`src/rtl/multi_key_debounce_pkg.sv`:
```
// rtl/multi_key_debounce_pkg.sv - shared timing constants and per-channel output bundle
package multi_key_debounce_pkg;

  // Default timing for a 50 MHz system clock
  localparam int DEBOUNCE_10MS_50M = 500000;
  localparam int LONG_1S_50M       = 50000000;

  // Registered outputs of one debounced channel
  typedef struct packed {
    logic level;
    logic press;
    logic rel;
    logic hold;
  } ch_out_t;

endpackage

```
`src/rtl/multi_key_debounce_if.sv`:
```
// rtl/multi_key_debounce_if.sv - raw key inputs and debounced level/event outputs
interface multi_key_debounce_if #(
  parameter int CH_NUM = 4
);

  logic [CH_NUM-1:0] din;
  logic [CH_NUM-1:0] dout;
  logic [CH_NUM-1:0] press_pulse;
  logic [CH_NUM-1:0] release_pulse;
  logic [CH_NUM-1:0] long_pulse;

  // Board/pin side: drives raw inputs, consumes debounced results
  modport master (
    output din,
    input  dout,
    input  press_pulse,
    input  release_pulse,
    input  long_pulse
  );

  // Debouncer side
  modport slave (
    input  din,
    output dout,
    output press_pulse,
    output release_pulse,
    output long_pulse
  );

endinterface

```
`src/rtl/multi_key_debounce_channel.sv`:
```
// rtl/multi_key_debounce_channel.sv - one channel: synchroniser, stability counter, long-press timer
module multi_key_debounce_channel
  import multi_key_debounce_pkg::*;
#(
  parameter int   SYNC_STAGES     = 2,
  parameter int   DEBOUNCE_CYCLES = DEBOUNCE_10MS_50M,
  parameter int   LONG_CYCLES     = LONG_1S_50M,
  parameter logic IDLE_LEVEL      = 1'b1
) (
  input  logic    clk,
  input  logic    rst,
  input  logic    din,
  output ch_out_t q
);

  localparam int CW = $clog2(DEBOUNCE_CYCLES);
  localparam int HW = $clog2(LONG_CYCLES + 1);

  localparam logic [CW-1:0] CNT_LAST = CW'(DEBOUNCE_CYCLES - 1);
  localparam logic [HW-1:0] HOLD_MAX = HW'(LONG_CYCLES);
  localparam logic [HW-1:0] HOLD_PRE = HW'(LONG_CYCLES - 1);

  logic [SYNC_STAGES-1:0] sync_q;
  logic                   sync;
  logic [CW-1:0]          cnt;
  logic [HW-1:0]          hcnt;
  logic                   level;
  logic                   press;
  logic                   rel;
  logic                   hold;

  assign sync = sync_q[SYNC_STAGES-1];

  // Metastability chain; starts at the released level so reset never looks like a press
  always_ff @(posedge clk or posedge rst) begin
    if (rst) begin
      sync_q <= {SYNC_STAGES{IDLE_LEVEL}};
    end else begin
      sync_q <= {sync_q[SYNC_STAGES-2:0], din};
    end
  end

  // Level follows sync only after an unbroken run of disagreement; any agreement restarts the run
  always_ff @(posedge clk or posedge rst) begin
    if (rst) begin
      cnt   <= '0;
      level <= IDLE_LEVEL;
      press <= 1'b0;
      rel   <= 1'b0;
    end else begin
      press <= 1'b0;
      rel   <= 1'b0;
      if (sync == level) begin
        cnt <= '0;
      end else if (cnt == CNT_LAST) begin
        cnt   <= '0;
        level <= sync;
        press <= (sync != IDLE_LEVEL);
        rel   <= (sync == IDLE_LEVEL);
      end else begin
        cnt <= cnt + 1'b1;
      end
    end
  end

  // Hold timer runs while the debounced level is active and fires once when it saturates
  always_ff @(posedge clk or posedge rst) begin
    if (rst) begin
      hcnt <= '0;
      hold <= 1'b0;
    end else begin
      hold <= (level != IDLE_LEVEL) && (hcnt == HOLD_PRE);
      if (level == IDLE_LEVEL) begin
        hcnt <= '0;
      end else if (hcnt != HOLD_MAX) begin
        hcnt <= hcnt + 1'b1;
      end
    end
  end

  assign q = '{level: level, press: press, rel: rel, hold: hold};

endmodule

```
`src/rtl/multi_key_debounce.sv`:
```
// rtl/multi_key_debounce.sv - CH_NUM independent key debouncers behind one interface
module multi_key_debounce
  import multi_key_debounce_pkg::*;
#(
  parameter int   CH_NUM          = 4,
  parameter int   SYNC_STAGES     = 2,
  parameter int   DEBOUNCE_CYCLES = DEBOUNCE_10MS_50M,
  parameter int   LONG_CYCLES     = LONG_1S_50M,
  parameter logic IDLE_LEVEL      = 1'b1
) (
  input logic                 clk,
  input logic                 rst,
  multi_key_debounce_if.slave bus
);

  ch_out_t ch_q [CH_NUM];

  // One fully independent channel per input pin
  for (genvar i = 0; i < CH_NUM; i++) begin : g_ch
    multi_key_debounce_channel #(
      .SYNC_STAGES     (SYNC_STAGES),
      .DEBOUNCE_CYCLES (DEBOUNCE_CYCLES),
      .LONG_CYCLES     (LONG_CYCLES),
      .IDLE_LEVEL      (IDLE_LEVEL)
    ) u_ch (
      .clk (clk),
      .rst (rst),
      .din (bus.din[i]),
      .q   (ch_q[i])
    );

    assign bus.dout[i]          = ch_q[i].level;
    assign bus.press_pulse[i]   = ch_q[i].press;
    assign bus.release_pulse[i] = ch_q[i].rel;
    assign bus.long_pulse[i]    = ch_q[i].hold;
  end

endmodule

```
`src/flat_wrapper.sv`:
```
// flat-port wrapper written by rule: the top's interface ports become plain ports
module multi_key_debounce_flat import multi_key_debounce_pkg::*;
#(
  parameter int   CH_NUM          = 4,
  parameter int   SYNC_STAGES     = 2,
  parameter int   DEBOUNCE_CYCLES = DEBOUNCE_10MS_50M,
  parameter int   LONG_CYCLES     = LONG_1S_50M,
  parameter logic IDLE_LEVEL      = 1'b1
)
  (clk, rst, bus_din, bus_dout, bus_press_pulse, bus_release_pulse, bus_long_pulse);
  multi_key_debounce_if #(.CH_NUM(CH_NUM)) bus_i ();
  input logic clk;
  input logic rst;
  input wire logic [$bits(bus_i.din)-1:0] bus_din;
  output wire logic [$bits(bus_i.dout)-1:0] bus_dout;
  output wire logic [$bits(bus_i.press_pulse)-1:0] bus_press_pulse;
  output wire logic [$bits(bus_i.release_pulse)-1:0] bus_release_pulse;
  output wire logic [$bits(bus_i.long_pulse)-1:0] bus_long_pulse;
  assign bus_i.din = bus_din;
  assign bus_dout = bus_i.dout;
  assign bus_press_pulse = bus_i.press_pulse;
  assign bus_release_pulse = bus_i.release_pulse;
  assign bus_long_pulse = bus_i.long_pulse;
  multi_key_debounce #(.CH_NUM(CH_NUM), .SYNC_STAGES(SYNC_STAGES), .DEBOUNCE_CYCLES(DEBOUNCE_CYCLES), .LONG_CYCLES(LONG_CYCLES), .IDLE_LEVEL(IDLE_LEVEL)) u_core (.clk(clk), .rst(rst), .bus(bus_i));
endmodule
```
`config.mk`:
```
export PLATFORM = sky130hd
export DESIGN_NAME = multi_key_debounce_flat
export DESIGN_NICKNAME = d
export VERILOG_FILES = /design/src/rtl/multi_key_debounce_pkg.sv /design/src/rtl/multi_key_debounce_if.sv /design/src/rtl/multi_key_debounce_channel.sv /design/src/rtl/multi_key_debounce.sv /design/src/flat_wrapper.sv
export SDC_FILE = /design/constraint.sdc
export NUM_CORES = 1
export LEC_CHECK = 0
export CAP_MARGIN = 20
export CELL_PAD_IN_SITES_DETAIL_PLACEMENT = 0
export CELL_PAD_IN_SITES_GLOBAL_PLACEMENT = 1
export CORE_MARGIN = 8
export CORE_UTILIZATION = 53
export CTS_CLUSTER_SIZE = 24
export DETAILED_ROUTE_END_ITERATION = 7
export PLACE_DENSITY_LB_ADDON = 0.1
export SLEW_MARGIN = 20
export SYNTH_ARGS = -nofsm -noshare
export SYNTH_HDL_FRONTEND = slang
export SYNTH_SLANG_ARGS = --single-unit
```
`constraint.sdc`:
```
create_clock -name clk -period 16.47 [get_ports clk]
set_input_delay 3.294 -clock clk [delete_from_list [all_inputs] [get_ports clk]]
set_output_delay 3.294 -clock clk [all_outputs]
set_load 0.01 [all_outputs]
```
==> metrics.txt <==
Core Rows=51; Filler cells=1742; share of layout cells above drive strength 1=0.0800; Clock Latency Late Sink=0.51 ns; total power=~1000 uW; final hold violations=0; FMAX=approximately 180 MHz; CP Launch Type=register; TritonCTS Buffers=24; CP endpoint kind=output port; asr flop ratio synth=1.00; final global-route overflow total=0; Nets=1100; Crit path required time=roughly 13 ns; Initial Util=0.539; Final Max Tran Viols=0; Main synth FF type=dfrtp_1; ratio of final minimum period to clock period=0.334; hpwl dp=~13000 um; number of global-route vias before repair=7548; PwrDens=between 90 and 100 nW/um^2; Clock transition at path regs=0.06 ns; maxcap violations=0; first-pass iteration count of the detailed router=4; root buf cell=clkbuf_16; post-synthesis sequential area ratio=0.490; post_cts resized=0; H-tree Lvls=1; peak supply drop=0.0000950 V; Initial DRC Count=about 380; largest fanout on the critical path=39; die outline area=between 20000 and 25000 sq um; total number of vias=a little under 8000; Compound-Gate Fraction of Synth Area=0.0814; Final ANT Viol Nets=0; post-CTS setup buffer count=0; Post-Route WL=20100 um; Worst-Margin Slew=~1.1 ns; Syn Inst Count=roughly 1100; Worst Hold Class=reg2reg; post-synthesis adder-cell area fraction=0.0144; Mapped Nets=between 1000 and 1500; vias per cell=between 5 and 6; Die Height=156 um; Post-Syn Area=approximately 10000 sq um; skew final=0.0130 ns; worst slack at placement=about 11 ns; P_leak=roughly 0.0046 uW; Final TNS setup=0 ns; first-pass GRT wire length=between 30000 and 40000 um; core area=between 15000 and 20000 sq um; CP cell instances=clkdlybuf4s50_1; mux share of post-synthesis cell area=0.0171; number of antenna diodes=0; post-synthesis xor/xnor area fraction=0.0771; PnR worst setup slack=10.97 ns; Syn Area/Cell=roughly 9.6 sq um; Sink Count=slightly above 200; EDFF count, synth=0; largest net degree at the start of global routing=roughly 130; largest family of logic cells by synthesized area=simple AND/OR/NAND/NOR gates; Ports=22; drc violations=0; Die X=about 160 um; Yosys top cell area share=0.460; initial antenna violation count=0; Post-Synth Simple-Gate Area=0.281; Yosys top cell by area=dfrtp_1; Critical Path AT=approximately 2.2 ns; Placer Congestion=around 0.76; dominant cells by area after synthesis=dfrtp_1 46%, xnor2_1 4.6%, nor2_1 4.1%, nand3_1 3.5%, a21oi_1 3.2%; DP Area=10700 sq um; Total GRT Usage=0.171; Crit Path Category=reg2out; crit-path max cell delay=just under 1 ns; hold_buf cts=0; Tmin final=5.50 ns; unrepaired setup endpoints after global routing=false; worst-path cell with the longest stage delay=dfstp_2; register area=just over 5000 sq um; synthesis-to-layout area growth=10.3%; Buf+Inv Stages, Crit Path=1; Slew Limit Headroom=0.275; area taken by multi-input logic gates=between 4000 and 5000 sq um; Synth Register Bits=204; CTS tree=yes; IO Port Bufs=21; Avg WL per Cell=around 15 um; synth warn=0; outcome=completed; clock buffer depth=3; largest delay contributor family on the critical path=flip-flops; final-report setup violation count=0; post-route cell area=~12000 sq um; Yosys cell types=55
placed cells by master, fill, tap and decap left out, drive strengths merged, types with 7 or more instances in the layout:
cell type	instances
dfstp	12
o21ai	30
nor4	42
and2	8
nor3	21
mux2	15
clkbuf	39
nor3b	12
a21oi	67
nand3	73
nand2b	7
or4	41
xor2	37
o31ai	33
nand2	59
inv	34
dfrtp	192
clkdlybuf4s50	21
nor2	115
or3	33
ha	12
and4	12
nor2b	11
and3	25
nand4	47
xnor2	55
path summary, 6_finish.rpt:
path | start | slack (ns) | endpoint | depth (start not counted)
worst max-delay path | u_core.g_ch[1].u_ch.level | 10.97 | bus_dout[1] | 1
worst min-delay path | u_core.g_ch[0].u_ch.sync_q[0] | 0.36 | u_core.g_ch[0].u_ch.sync_q[1] | 0
worst max register to register | u_core.g_ch[3].u_ch.hcnt[1] | 14.12 | u_core.g_ch[3].u_ch.hcnt[14] | 5
worst min register to register | u_core.g_ch[0].u_ch.sync_q[0] | 0.36 | u_core.g_ch[0].u_ch.sync_q[1] | 0
max in group asynchronous | rst | 11.99 | u_core.g_ch[2].u_ch.hcnt[17] | 3
min in group asynchronous | rst | 3.31 | u_core.g_ch[0].u_ch.cnt[16] | 2
through the flow:
step	hold slack (ns)	std cells	utilization
6_report	0.356	1365	0.594
5_1_grt	0.359	1365	0.594
4_1_cts	0.357	1365	0.594
3_5_place_dp	0.349	1321	0.554
3_3_place_gp	0.349	1321	0.554
2_1_floorplan	0.345	1085	-
worst register-to-register path, cell delays in order, from the launching register on:
cell	delay, ns
dfrtp_1	0.40
ha_1	0.22
nand3_1	0.17
nor4_1	0.96
nand3_1	0.17
mux2_2	0.31
cell type report:
type / count / area share
clock buffers: 39 / 0.0641
clock inverters: 5 / 0.00250
inverters: 33 / 0.0114
multi-input cells: 793 / 0.427
flip-flops and latches: 204 / 0.444
well taps: 265 / 0.0288
repair buffers: 26 / 0.0218
logic make-up after synthesis:
| logic type | after synthesis |
|---|---|
| AO/OA/AOI/OAI | 144 |
| XOR/XNOR | 92 |
| adder cells (fa/ha/maj) | 12 |
| buffers and inverters | 88 |
| flip-flops | 204 |
| multiplexers | 16 |
| AND/OR/NAND/NOR | 529 |
cells in the mapped netlist, drive strengths merged, types with 4 or more instances:
cell / instances
dfstp: 12
inv: 33
and4: 12
xnor2: 55
or3: 33
nand4: 47
nor3: 21
nor3b: 12
nand2b: 7
mux2: 15
o21ai: 30
nor4b: 6
nor4: 42
nand3b: 5
nor2b: 11
and2: 8
buf: 25
nand2: 59
and3: 25
clkbuf: 30
or2: 4
o31ai: 33
nand3: 73
nor2: 115
xor2: 37
a21oi: 67
or4: 41
dfrtp: 192
ha: 12
metal layers:
| layer | vias up | track usage | wire, um |
|---|---|---|---|
| li1 | 3941 | - | - |
| met1 | 3799 | 0.239 | 9860 |
| met2 | 81 | 0.277 | 9250 |
| met3 | 26 | 0.0240 | 607 |
| met4 | 0 | 0.0380 | 339 |
| met5 | - | 0 | 0 |
power by group:
group	internal (uW)	switching, uW
clock	306	203
combinational	4.77	14.7
sequential	506	3.55
sequential cells by signal, summed over array words and instances, names as in the netlist:
signal / cells
u_core.g_ch.u_ch.hcnt: 104
u_core.g_ch.u_ch.cnt: 76
u_core.g_ch.u_ch.sync_q: 8
u_core.g_ch.u_ch.hold: 4
u_core.g_ch.u_ch.level: 4
u_core.g_ch.u_ch.press: 4
u_core.g_ch.u_ch.rel: 4
No activity file was read; power rests on OpenSTA's default activity.
